**config.mk**
```make
export PLATFORM = sky130hd
export DESIGN_NAME = fetch_sequencer
export DESIGN_NICKNAME = d
export VERILOG_FILES = /design/src/rtl/fetch_sequencer.sv
export SDC_FILE = /design/constraint.sdc
export NUM_CORES = 1
export LEC_CHECK = 0
export ABC_CLOCK_PERIOD_IN_PS = 4800
export CAP_MARGIN = 20
export CORE_MARGIN = 2
export CORE_UTILIZATION = 52
export CTS_CLUSTER_DIAMETER = 30
export CTS_CLUSTER_SIZE = 16
export DETAILED_ROUTE_END_ITERATION = 10
export PLACE_DENSITY = 0.85
export SLEW_MARGIN = 20
export SYNTH_ARGS = -nofsm -noshare
export SYNTH_HDL_FRONTEND = slang
export SYNTH_SLANG_ARGS = --single-unit
```
**constraint.sdc**
```tcl
create_clock -name clk -period 4.8 [get_ports clk]
set_input_delay 0.96 -clock clk [delete_from_list [all_inputs] [get_ports clk]]
set_output_delay 0.96 -clock clk [all_outputs]
set_load 0.03 [all_outputs]
```
**src/rtl/fetch_sequencer.sv**
```systemverilog
`default_nettype none
// ============================================================================
// Module   : fetch_sequencer
// Purpose  : Owns the PC, sequences instruction-memory reads into an
//            instruction register, and applies (possibly in-flight) redirects.
// Revision : 1.0 - initial release
// ============================================================================

module fetch_sequencer #(
    parameter logic [31:0] RESET_PC = 32'h0000_0000
) (
    input  logic        clk,
    input  logic        reset,
    input  logic        run,
    input  logic        redirect,
    input  logic [31:0] redirect_pc,
    output logic        imem_req,
    output logic [31:0] imem_addr,
    input  logic        imem_ack,
    input  logic [31:0] imem_rdata,
    output logic        instr_valid,
    output logic [31:0] instr,
    output logic [31:0] instr_pc,
    input  logic        instr_ready,
    output logic [31:0] pc,
    output logic        fault
);

    localparam logic [1:0] S_IDLE  = 2'd0;
    localparam logic [1:0] S_FETCH = 2'd1;
    localparam logic [1:0] S_HOLD  = 2'd2;
    localparam logic [1:0] S_FAULT = 2'd3;

    logic [1:0]  r_state,    w_state_nxt;
    logic [31:0] r_pc,       w_pc_nxt;
    logic [31:0] r_addr,     w_addr_nxt;
    logic [31:0] r_instr,    w_instr_nxt;
    logic [31:0] r_instr_pc, w_instr_pc_nxt;
    logic        r_valid,    w_valid_nxt;
    logic        r_fault,    w_fault_nxt;
    logic        r_discard,  w_discard_nxt;

    logic        w_redir_ok;
    logic        w_redir_bad;

    assign w_redir_ok  = redirect && (redirect_pc[1:0] == 2'b00);
    assign w_redir_bad = redirect && (redirect_pc[1:0] != 2'b00);

    always_comb begin
        w_state_nxt    = r_state;
        w_pc_nxt       = r_pc;
        w_addr_nxt     = r_addr;
        w_instr_nxt    = r_instr;
        w_instr_pc_nxt = r_instr_pc;
        w_valid_nxt    = r_valid;
        w_fault_nxt    = r_fault;
        w_discard_nxt  = r_discard;

        case (r_state)
            S_IDLE: begin
                if (w_redir_bad) begin
                    w_state_nxt = S_FAULT;
                end else if (w_redir_ok) begin
                    w_pc_nxt = redirect_pc;
                    if (run) begin
                        w_state_nxt = S_FETCH;
                        w_addr_nxt  = redirect_pc;
                    end
                end else if (run) begin
                    w_state_nxt = S_FETCH;
                    w_addr_nxt  = r_pc;
                end
            end

            S_FETCH: begin
                if (w_redir_bad) begin
                    // The outstanding read is abandoned here and nowhere else.
                    w_state_nxt = S_FAULT;
                end else if (r_discard) begin
                    if (w_redir_ok) begin
                        w_pc_nxt = redirect_pc;
                    end
                    if (imem_ack) begin
                        w_discard_nxt = 1'b0;
                        if (run) begin
                            w_state_nxt = S_FETCH;
                            w_addr_nxt  = w_pc_nxt;
                        end else begin
                            w_state_nxt = S_IDLE;
                        end
                    end
                end else if (w_redir_ok) begin
                    w_pc_nxt = redirect_pc;
                    if (imem_ack) begin
                        if (run) begin
                            w_state_nxt = S_FETCH;
                            w_addr_nxt  = redirect_pc;
                        end else begin
                            w_state_nxt = S_IDLE;
                        end
                    end else begin
                        // Request cannot be withdrawn; swallow its data later.
                        w_discard_nxt = 1'b1;
                    end
                end else if (imem_ack) begin
                    w_instr_nxt    = imem_rdata;
                    w_instr_pc_nxt = r_addr;
                    w_pc_nxt       = r_addr + 32'd4;
                    w_valid_nxt    = 1'b1;
                    w_state_nxt    = S_HOLD;
                end
            end

            S_HOLD: begin
                if (w_redir_bad) begin
                    w_state_nxt = S_FAULT;
                end else if (w_redir_ok) begin
                    w_pc_nxt    = redirect_pc;
                    w_valid_nxt = 1'b0;
                    if (run) begin
                        w_state_nxt = S_FETCH;
                        w_addr_nxt  = redirect_pc;
                    end else begin
                        w_state_nxt = S_IDLE;
                    end
                end else if (instr_ready) begin
                    w_valid_nxt = 1'b0;
                    if (run) begin
                        w_state_nxt = S_FETCH;
                        w_addr_nxt  = r_pc;
                    end else begin
                        w_state_nxt = S_IDLE;
                    end
                end
            end

            default: begin
                w_state_nxt = S_FAULT;
            end
        endcase

        if (w_state_nxt == S_FAULT) begin
            w_fault_nxt   = 1'b1;
            w_valid_nxt   = 1'b0;
            w_discard_nxt = 1'b0;
        end
    end

    always_ff @(posedge clk) begin
        if (reset) begin
            r_state    <= S_IDLE;
            r_pc       <= RESET_PC;
            r_addr     <= RESET_PC;
            r_instr    <= 32'd0;
            r_instr_pc <= 32'd0;
            r_valid    <= 1'b0;
            r_fault    <= 1'b0;
            r_discard  <= 1'b0;
        end else begin
            r_state    <= w_state_nxt;
            r_pc       <= w_pc_nxt;
            r_addr     <= w_addr_nxt;
            r_instr    <= w_instr_nxt;
            r_instr_pc <= w_instr_pc_nxt;
            r_valid    <= w_valid_nxt;
            r_fault    <= w_fault_nxt;
            r_discard  <= w_discard_nxt;
        end
    end

    assign imem_req    = (r_state == S_FETCH);
    assign imem_addr   = r_addr;
    assign instr_valid = r_valid;
    assign instr       = r_instr;
    assign instr_pc    = r_instr_pc;
    assign pc          = r_pc;
    assign fault       = r_fault;

endmodule

`default_nettype wire

```
==> flow_metrics.py <==
metrics = {
    "outcome": {
        "run_status": "finished clean",
    },
    "sta": {
        "finalSetupViolations": 0,
        "finalClockSkew_ns": 0.00759,
        "hold_viol": 0,
        "finalWorstSetupSlack_ns": 1.06,
        "rsz0062_at_grt": "false",
        "max_clock_freq_mhz": 267,
        "period_needed_ns": 3.74,
        "fin_tns_setup_ns": 0,
        "slew_violations": 0,
        "tightestPinTransition_ns": 0.985,
        "layout_worst_path_cycle_share_pct": 78.0,
        "whs_ns": 0.451,
        "max-slew-margin-rel_pct": 34.3,
    },
    "grt": {
        "grt.overflow.total": 0,
        "grt_util_all_layers_pct": 30.8,
        "grt_max_degree": 77,
        "grt_pass1_wl_mm": 35.6,
        "antenna_found_initial": 0,
        "grt_pass1_vias": 6954,
    },
    "logic_synthesis": {
        "yosys_warnings": 0,
        "avgSynthCellArea_sq_um": 7.75,
        "yosysSeqAreaShare_pct": 38.7,
        "ys_async_sr_fraction_pct": 0,
        "syn-cell-area_sq_um": 6870,
        "synth_fp_nets": 958,
        "yosys_most_used_dff": "dfxtp_1",
        "ys_ff_latch": 133,
        "synth_cell_type_count": 61,
        "syn_inst": 887,
        "synth_edf_count": 0,
    },
    "critical_path": {
        "cpLargestDelayFamily": "compound AO/OA/AOI/OAI gates",
        "crit_type": "in -> reg",
        "worstPathCellList": "clkdlybuf4s50_1 -> or3b_1 -> o22ai_2 -> o2111ai_4 -> buf_4 -> nand3_1 -> o21ai_1",
        "crit_required_ns": 5.13,
        "crit_path_top_delay_cell": "o2111ai_4",
        "arrival_ns": 4.08,
        "critPathMaxStageDelay_ns": 0.83,
        "end_kind": "register",
        "critPathBufInv": 2,
        "path_max_fanout": 39,
        "start_kind": "input pin",
    },
    "routing": {
        "drt_iter0_drc": 803,
        "routedWlPerCell_um": 18.1,
        "drtPass1Iterations": 7,
        "ant_nets": 0,
        "totalWireLength_mm": 22.2,
        "via_per_inst": 6.08,
        "drc": 0,
        "num_vias": 7430,
    },
    "clock_network": {
        "tritoncts": "done",
        "ctsHoldBuffers": 0,
        "cts_root_buf": "clkbuf_16",
        "cts-resized-gates": 0,
        "htreeDepth": 4,
        "cts.sinks": 133,
        "post-cts-setup-buffers": 0,
        "cts_inserted_buffers": 17,
        "clkSlewWorstSetupHoldPaths_ns": 0.05,
        "clock_latency_ns": 0.42,
        "clockBufferDepth": 2,
    },
    "final_layout": {
        "nets": 1104,
        "final_core_util_pct": 72.3,
        "diodes": 0,
        "final_layout_size_suffix_gt1_share_pct": 6.21,
        "layoutNonFillerInstCount": 1222,
        "area_growth_pct": 37.6,
        "stdcell_area_sq_um": 9460,
    },
    "power_and_ir_drop": {
        "power.leakage_nw": 3.19,
        "power_density_nw_per_um2": 335,
        "irDropWorstVdd_uv": 227,
        "p_total_mw": 3.17,
    },
    "floorplan": {
        "initial_core_util_pct": 52.5,
        "fp.dieArea_sq_um": 14200,
        "die_w_um": 119,
        "ios": 201,
        "core-area_sq_um": 13100,
        "die_y_um": 119,
        "rows": 42,
    },
    "placed_design": {
        "dp_hpwl_mm": 13.9,
        "port_buffers": 200,
        "placed_cells": 1190,
        "dp_slack_ns": 0.753,
        "dpl_cell_area_sq_um": 8870,
        "place_congestion": 0.833,
    },
    "worst_hold_path": {
        "hold_class": "reg -> reg",
    },
    "flow_run": {
        "cap_violations": 0,
    },
}
## worst paths after layout
| kind | slack [ns] | cells after the start | start | to |
|---|---|---|---|---|
| max | 1.06 | 7 | redirect | imem_addr[25] |
| min | 0.45 | 2 | instr_pc[26] | instr_pc[26] |
| max reg2reg | 1.88 | 8 | r_discard | imem_addr[25] |
| min reg2reg | 0.45 | 2 | instr_pc[26] | instr_pc[26] |
## synth_stat cells (2+ instances only)
library cell	number	area share, %
xnor2_1	11	1.4
nand3_1	51	3.7
nor4_1	5	0.46
or3_1	3	0.27
a221oi_1	7	0.89
a31oi_1	10	0.91
a211o_1	2	0.25
o211ai_1	3	0.33
o22ai_1	38	3.5
o21ai_1	9	0.66
o31a_1	2	0.25
nor3_1	14	1.0
a22oi_1	3	0.33
o21a_1	3	0.33
o41ai_1	2	0.25
and3_1	9	0.82
a211oi_1	4	0.44
buf_2	25	1.8
clkbuf_1	58	3.2
buf_1	5	0.27
mux2i_1	30	4.4
nand2b_1	5	0.46
mux2_2	3	0.49
or2_2	2	0.18
nand2_1	157	8.6
a221o_1	28	4.1
o2111a_1	2	0.33
a21oi_1	97	7.1
nand4_1	7	0.64
o221ai_1	5	0.64
a22o_1	2	0.25
and4_1	5	0.64
inv_1	9	0.49
o21ai_0	75	5.5
xor2_1	9	1.1
dfxtp_1	133	39
nor2_1	30	1.6
## layout by cell type (no fill, tap or decap), drive strengths merged, types with 15 or more instances in the layout
cell type      count
a21oi             97
a221o             28
buf               19
clkbuf            24
clkdlybuf4s50    198
dfxtp            133
mux2i             30
nand2            157
nand3             51
nor2              30
nor3              15
o21ai             84
o22ai             39
## metal layers
layer	vias to the layer above	GRT usage (%)	wire length [um]
met3	45	7.38	2070
met2	418	49.9	10400
met1	3445	39.3	9170
li1	3522	-	-
met4	0	12.8	488
met5	-	0	0
## cells by family after synthesis
group | count (synthesis) | share of synthesized area, %
xor gates and xnor gates | 20 | 2.55
muxes | 33 | 4.86
and+or+nand+nor | 299 | 20.3
adders and majority gates | 1 | 0.182
buffers and inverters | 99 | 5.99
DFF | 133 | 38.7
AOI/OAI and AO/OA | 302 | 27.4
## report_power, final
| part | total, mW | switching [mW] | internal, mW | leakage (nW) |
|---|---|---|---|---|
| registers | 1.25 | 0.0931 | 1.16 | 1.08 |
| logic | 0.641 | 0.373 | 0.269 | 1.81 |
| clock network | 1.27 | 0.481 | 0.791 | 0.292 |
## worst min-delay path, delay by kind of cell (launching register included)
kind	cells	cell delay [ns]
AOI/OAI and AO/OA	1	0.05
DFF	1	0.30
and+or+nand+nor	1	0.05
## sequential cells by signal, indices dropped and copies added (netlist names)
name,count
fault,1
imem_addr,32
instr_pc,32
pc,32
instr_valid,1
r_state,2
r_discard,1
instr,32
## cell type report
type | instances | area [sq um]
clock buffers | 24 | 512
repair buffers | 217 | 2130
fillers | 1022 | 3630
multi-input cells | 655 | 3820
clock inverters | 8 | 71.3
inverters | 9 | 33.8
well taps | 176 | 220
flip-flops and latches | 133 | 2660
Power figures use the tool's default switching activity.
